`src/rtl/sgd_x_updated_rd_out_pkg.sv`:
```
// Shared constants and types for the x_updated read-out engine.
//   NUM_BITS_PER_BANK : 32-bit model lanes per x_updated bank word
//   BIT_WIDTH_OF_BANK : log2(NUM_BITS_PER_BANK)
//   X_BIT_DEPTH       : x_updated BRAM address width
//   rd_out_state_t    : sweep FSM states
package sgd_x_updated_rd_out_pkg;

  localparam int unsigned NUM_BITS_PER_BANK = 8;
  localparam int unsigned BIT_WIDTH_OF_BANK = 3;
  localparam int unsigned X_BIT_DEPTH       = 10;

  typedef enum logic [1:0] {
    S_IDLE  = 2'd0,
    S_READ  = 2'd1,
    S_DRAIN = 2'd2,
    S_DONE  = 2'd3
  } rd_out_state_t;

endpackage

```
`src/rtl/sgd_rd_out_fifo.sv`:
```
// First-word-fall-through buffer between the BRAM return path and the
// writeback interface.
//   clk, rst : clock, asynchronous active-high reset
//   push/din : write one word (caller guarantees space)
//   pop      : release the head word (ignored when empty)
//   dout     : head word, valid while empty=0
//   empty    : no words held
//   count    : number of words held
module sgd_rd_out_fifo #(
  parameter int unsigned DEPTH = 4,
  parameter int unsigned WIDTH = 256
) (
  input  logic                         clk,
  input  logic                         rst,
  input  logic                         push,
  input  logic                         pop,
  input  logic [WIDTH-1:0]             din,
  output logic [WIDTH-1:0]             dout,
  output logic                         empty,
  output logic [$clog2(DEPTH+1)-1:0]   count
);

  localparam int unsigned PTR_W = (DEPTH > 1) ? $clog2(DEPTH) : 1;
  localparam int unsigned CNT_W = $clog2(DEPTH+1);

  logic [WIDTH-1:0] r_mem [DEPTH];
  logic [PTR_W-1:0] r_wr_ptr;
  logic [PTR_W-1:0] r_rd_ptr;
  logic [CNT_W-1:0] r_count;
  logic             w_pop;

  assign w_pop = pop & (r_count != '0);

  // Storage and pointers; pointers wrap naturally because DEPTH is a power of 2.
  always_ff @(posedge clk or posedge rst) begin
    if (rst) begin
      for (int unsigned i = 0; i < DEPTH; i++) r_mem[i] <= '0;
      r_wr_ptr <= '0;
      r_rd_ptr <= '0;
      r_count  <= '0;
    end else begin
      if (push) begin
        r_mem[r_wr_ptr] <= din;
        r_wr_ptr        <= r_wr_ptr + PTR_W'(1);
      end
      if (w_pop) r_rd_ptr <= r_rd_ptr + PTR_W'(1);
      // Simultaneous push and pop leaves the count unchanged.
      if (push && !w_pop)      r_count <= r_count + CNT_W'(1);
      else if (!push && w_pop) r_count <= r_count - CNT_W'(1);
    end
  end

  assign dout  = r_mem[r_rd_ptr];
  assign empty = (r_count == '0);
  assign count = r_count;

endmodule

```
`src/rtl/sgd_x_updated_rd_out.sv`:
```
// Read-out engine for the x_updated model BRAM. On start it sweeps addresses
// 0 .. ceil(dimension/LANES)-1 and streams each bank word to the writeback
// path over valid/ready.
//   clk, rst           : clock, asynchronous active-high reset
//   start, dimension   : sweep request and feature count (sampled at start)
//   busy, done         : sweep in progress / one-cycle completion pulse
//   x_updated_rd_addr  : BRAM read address
//   x_updated_rd_data  : BRAM read data, RD_LATENCY cycles after the address
//   out_data/valid/ready : writeback stream
module sgd_x_updated_rd_out
  import sgd_x_updated_rd_out_pkg::*;
#(
  parameter int unsigned LANES      = NUM_BITS_PER_BANK,
  parameter int unsigned LANE_BITS  = BIT_WIDTH_OF_BANK,
  parameter int unsigned ADDR_BITS  = X_BIT_DEPTH,
  parameter int unsigned RD_LATENCY = 2,
  parameter int unsigned FIFO_DEPTH = 4
) (
  input  logic                   clk,
  input  logic                   rst,
  input  logic                   start,
  input  logic [31:0]            dimension,
  output logic                   busy,
  output logic                   done,
  output logic [ADDR_BITS-1:0]   x_updated_rd_addr,
  input  logic [LANES*32-1:0]    x_updated_rd_data,
  output logic [LANES*32-1:0]    out_data,
  output logic                   out_valid,
  input  logic                   out_ready
);

  localparam int unsigned DATA_W = LANES * 32;
  localparam int unsigned CNT_W  = $clog2(FIFO_DEPTH + 1);

  rd_out_state_t        r_state;
  rd_out_state_t        w_state_nxt;
  logic [31:0]          r_total;
  logic [31:0]          r_issued;
  logic [31:0]          r_accepted;
  logic [31:0]          w_total;
  logic [ADDR_BITS-1:0] r_addr;
  logic [RD_LATENCY-1:0] r_tag;
  logic                 r_busy;
  logic                 r_done;
  logic [CNT_W-1:0]     w_fifo_count;
  logic [CNT_W-1:0]     w_inflight;
  logic                 w_fifo_empty;
  logic                 w_issue;
  logic                 w_push;
  logic                 w_pop;

  // Bank words needed: ceil(dimension / LANES).
  assign w_total = 32'(dimension[31:LANE_BITS]) + 32'(dimension[LANE_BITS-1:0] != '0);

  // Reads still travelling through the BRAM pipeline.
  always_comb begin
    w_inflight = '0;
    for (int unsigned i = 0; i < RD_LATENCY; i++) begin
      w_inflight = w_inflight + CNT_W'(r_tag[i]);
    end
  end

  // Credit rule: every outstanding read already owns a FIFO slot.
  assign w_issue = (r_state == S_READ) && (r_issued < r_total) &&
                   ((32'(w_inflight) + 32'(w_fifo_count)) < 32'(FIFO_DEPTH));
  assign w_push  = r_tag[RD_LATENCY-1];
  assign w_pop   = ~w_fifo_empty & out_ready;

  // Next-state logic.
  always_comb begin
    w_state_nxt = r_state;
    unique case (r_state)
      S_IDLE:  if (start) w_state_nxt = S_READ;
      S_READ:  if (r_issued == r_total) w_state_nxt = S_DRAIN;
      S_DRAIN: if (r_accepted == r_total) w_state_nxt = S_DONE;
      S_DONE:  w_state_nxt = S_IDLE;
      default: w_state_nxt = S_IDLE;
    endcase
  end

  // State register.
  always_ff @(posedge clk or posedge rst) begin
    if (rst) r_state <= S_IDLE;
    else     r_state <= w_state_nxt;
  end

  // Counters, address, return-tag pipeline and registered status flags.
  always_ff @(posedge clk or posedge rst) begin
    if (rst) begin
      r_total    <= '0;
      r_issued   <= '0;
      r_accepted <= '0;
      r_addr     <= '0;
      r_tag      <= '0;
      r_busy     <= 1'b0;
      r_done     <= 1'b0;
    end else begin
      r_busy <= (w_state_nxt == S_READ) || (w_state_nxt == S_DRAIN);
      r_done <= (w_state_nxt == S_DONE);
      // Shift in this cycle's issue; the oldest tag marks returning data.
      r_tag  <= RD_LATENCY'({r_tag, w_issue});
      if (r_state == S_IDLE) begin
        r_addr <= '0;
        if (start) begin
          r_total    <= w_total;
          r_issued   <= '0;
          r_accepted <= '0;
        end
      end else begin
        if (w_issue) begin
          r_addr   <= r_addr + ADDR_BITS'(1);
          r_issued <= r_issued + 32'd1;
        end
        if (w_pop) r_accepted <= r_accepted + 32'd1;
      end
    end
  end

  sgd_rd_out_fifo #(
    .DEPTH (FIFO_DEPTH),
    .WIDTH (DATA_W)
  ) u_fifo (
    .clk   (clk),
    .rst   (rst),
    .push  (w_push),
    .pop   (w_pop),
    .din   (x_updated_rd_data),
    .dout  (out_data),
    .empty (w_fifo_empty),
    .count (w_fifo_count)
  );

  assign out_valid         = ~w_fifo_empty;
  assign busy              = r_busy;
  assign done              = r_done;
  assign x_updated_rd_addr = r_addr;

endmodule

```
`config.mk`:
```
export PLATFORM = sky130hd
export DESIGN_NAME = sgd_x_updated_rd_out
export DESIGN_NICKNAME = d
export VERILOG_FILES = /design/src/rtl/sgd_x_updated_rd_out_pkg.sv /design/src/rtl/sgd_rd_out_fifo.sv /design/src/rtl/sgd_x_updated_rd_out.sv
export SDC_FILE = /design/constraint.sdc
export NUM_CORES = 2
export LEC_CHECK = 0
export CORE_ASPECT_RATIO = 0.5
export CORE_MARGIN = 8
export CORE_UTILIZATION = 37
export DETAILED_ROUTE_END_ITERATION = 8
export SLEW_MARGIN = 25
export SYNTH_ARGS = -nofsm -noshare
export SYNTH_HDL_FRONTEND = slang
export SYNTH_HIERARCHICAL = 1
export SYNTH_SLANG_ARGS = --single-unit
```
`constraint.sdc`:
```
create_clock -name clk -period 71.2 [get_ports clk]
set_clock_uncertainty 0.15 [all_clocks]
set_input_delay 7.12 -clock clk [delete_from_list [all_inputs] [get_ports clk]]
set_output_delay 7.12 -clock clk [all_outputs]
set_load 0.01 [all_outputs]
```
==> impl_metrics.json <==
{
  "outcome": "complete, no violations",
  "synth_warnings": 6,
  "r2r_slack_ps": 67290,
  "worstHoldStart": "r_tag[0]",
  "synth_compound_area_share_pct": 2.26,
  "min_path_cells": 0,
  "post_cts_buffers": 0,
  "rows": 96,
  "vias": 29963,
  "yosys.area_share.xor_xnor_pct": 1.09,
  "min_to": "r_tag[1]",
  "root_buffer": "clkbuf_16",
  "dp_cells": 5544,
  "syn-num-nets": 3617,
  "crit_top_cell": "buf_4",
  "clk_pin_slew_ps": 70,
  "worstSetupEndpointType": "output pin",
  "crit_type": "reg2out",
  "critPathMaxStageDelay_ps": 910,
  "drc": 0,
  "setup-tns-final_ps": 0,
  "clock_latency_ps": 700,
  "grt_pass1_wl_um": 208000,
  "cts_buffers": 108,
  "yosys.area.top_type_share_pct": 55.5,
  "fmax_mhz": 79.4,
  "synth_edf_count": 0,
  "cts.sinks": 1141,
  "synth_cell_types": 58,
  "grt_pass1_vias": 33526,
  "slew_headroom_pct": 31.9,
  "min_path_type": "reg2reg",
  "synth_fa_ha_area_share_pct": 1.06,
  "wl_per_cell_um": 23.3,
  "async_reset_ff_share_pct": 100,
  "die_area_um2": 152000,
  "min_period_ps": 12590,
  "synthSimpleGateAreaFrac_pct": 3.21,
  "drive_gt1_share_pct": 34.4,
  "yosys-top-cells-area": "dfrtp_1, mux2_2, mux4_2",
  "port_buffers": 560,
  "drt-pass1-iter-count": 5,
  "cts_buffer_depth": 3,
  "synth_top_family_by_area": "multiplexers",
  "place.gp.congestion": 0.765,
  "netlist_area_um2": 51500,
  "ys_seq_area_share_pct": 55.5,
  "start_util_pct": 37.4,
  "max_cap_viol_count": 0,
  "synth_flop_cell": "dfrtp_1",
  "dp_hpwl_um": 87400,
  "crit_slowest_cell": "dfrtp_4",
  "nets": 4128,
  "p_leak_nw": 24.9,
  "slew_violations": 0,
  "setup_ws_ps": 58610,
  "io_pins": 561,
  "syn_inst": 3282,
  "path_cells": "buf_4 > buf_12 > buf_4 > mux4_2 > clkdlybuf4s50_1",
  "worst_setup_path_start_kind": "register",
  "syn_to_final_growth_pct": 20.7,
  "cts_hold_buf": 0,
  "drt-initial-drc-count": 1409,
  "hold_violations": 0,
  "worst_slew_pin_slew_ps": 1020,
  "rsz0062_at_grt": "no",
  "pre_cts_ws_ps": 58880,
  "place_area_um2": 58500,
  "postLayoutCellArea_um2": 62100,
  "grt_overflow_total": 0,
  "antenna_found_initial": 22,
  "ant_nets": 0,
  "die_w_um": 544,
  "cp.arrival_ps": 5320,
  "synth.area.mux_share_pct": 33.8,
  "setup_viol": 0,
  "crit_required_ps": 63930,
  "htree_levels": 3,
  "fin_crit_sh_pct": 17.7,
  "r2r_end": "u_fifo/r_mem[71]",
  "core_um2": 138000,
  "yosysTopAreaCell": "dfrtp_1",
  "syn_area_per_cell_um2": 15.7,
  "wirelength_um": 134000,
  "post_cts_resized": 0,
  "fill_cells": 12196,
  "grtUsageTotal_pct": 17.5,
  "peakVddDrop_mv": 0.0183,
  "p_per_area_nw_per_um2": 22.1,
  "grt_max_degree": 206,
  "r2r_cells": 4,
  "die_y_um": 280,
  "fin_total_pwr_mw": 1.37,
  "stdcell_count": 5759,
  "ys_ff_latch": 1141,
  "r2r_start": "r_tag[1]",
  "cts_tree": "built",
  "cp_max_fo": 98,
  "vias_per_cell": 5.20
}
## layer usage
layer	track usage (%)	up-vias	wire length, µm
met5	0	-	12
met4	7.34	2	5360
met3	2.61	235	3610
met2	32.1	451	72000
met1	20.3	16021	53000
li1	-	13254	-
## synth_stat cells (all sizes together) (3+ instances only)
library cell	instances
dfrtp	1141
mux2	1025
mux4	256
buf	184
nand2	110
o21ai	67
inv	53
nand3	47
ha	42
xor2	35
nand4	33
xnor2	29
nor2	28
nor3	22
a21oi	21
o211ai	20
o31ai	20
clkbuf	15
nor4	14
and3	13
a211oi	11
a221o	11
a21o	10
mux2i	10
or4	9
and2	8
and4	7
nand2b	7
or3	6
or2	5
nor2b	4
a22o	3
a31oi	3
## placed cells by master (no fill, tap or decap), types with 20 or more instances in the layout
cell type        count
dfrtp_1           1139
mux2_2             836
clkdlybuf4s50_1    560
mux4_2             256
mux2_1             189
clkbuf_16          109
nand2_1            104
o21ai_0             63
inv_1               50
nand3_1             46
ha_1                42
xor2_1              35
nand4_1             33
xnor2_1             29
nor2_1              28
clkinv_2            28
buf_4               28
clkbuf_8            26
nor3_1              22
clkbuf_1            21
a21oi_1             20
o211ai_1            20
o31ai_1             20
## metrics by stage
stage / hold slack [ps] / util (%)
floorplan: 210 / -
global placement: 227 / 42.5
detailed placement: 228 / 42.5
CTS: 265 / 45.1
global route: 280 / 45.1
finish: 260 / 45.1
## logic make-up (layout without fill, tap and decap cells)
| family | Yosys count | count (layout) |
|---|---|---|
| fa+ha+maj | 43 | 43 |
| flops | 1141 | 1141 |
| other cells | 0 | 17 |
| mux | 1291 | 1291 |
| buf+inv | 252 | 850 |
| simple gates | 316 | 316 |
| xor+xnor | 64 | 64 |
| compound gates | 175 | 175 |
## worst max path at each step
stage	slack (ps)	cells after the start	to	from
after global placement	59060	6	u_fifo/r_mem[325]	rst
after global routing	58150	5	out_data[60]	u_fifo/r_rd_ptr[1]
after CTS	58350	5	out_data[60]	u_fifo/r_rd_ptr[1]
final	58610	5	out_data[60]	u_fifo/r_rd_ptr[1]
after detailed placement	58880	6	u_fifo/r_mem[581]	rst
after floorplan	34920	1	u_fifo/count[0]	rst
## state kept, by name, summed over array words and instances, names as in the netlist
| register | cells |
|---|---|
| u_fifo/r_mem | 1024 |
| r_accepted | 32 |
| r_issued | 32 |
| r_total | 30 |
| x_updated_rd_addr | 10 |
| u_fifo/count | 3 |
| r_state | 2 |
| r_tag | 2 |
| u_fifo/r_rd_ptr | 2 |
| u_fifo/r_wr_ptr | 2 |
| busy | 1 |
| done | 1 |
## power by group
part           switching, mW  internal [mW]
clock                  0.255          0.327
combinational         0.0419         0.0572
sequential            0.0143          0.678
## area by class of cell
type	count	area, µm²	share of cell area (%)
antenna	17	42.5	0.0685
clock buffer	156	3160	5.09
clock inverter	41	399	0.642
inverter	53	214	0.344
multi-input combinational	1889	21400	34.4
sequential	1141	28600	46.0
tap	1862	2330	3.75
timing repair buffer	600	6020	9.69
## critical path: cells and delay by family (launching register included)
family | cells | cell delay [ps]
buffers and inverters | 4 | 2860
muxes | 1 | 650
DFF | 1 | 910
Note: power is estimated with default switching activity, not from simulation.
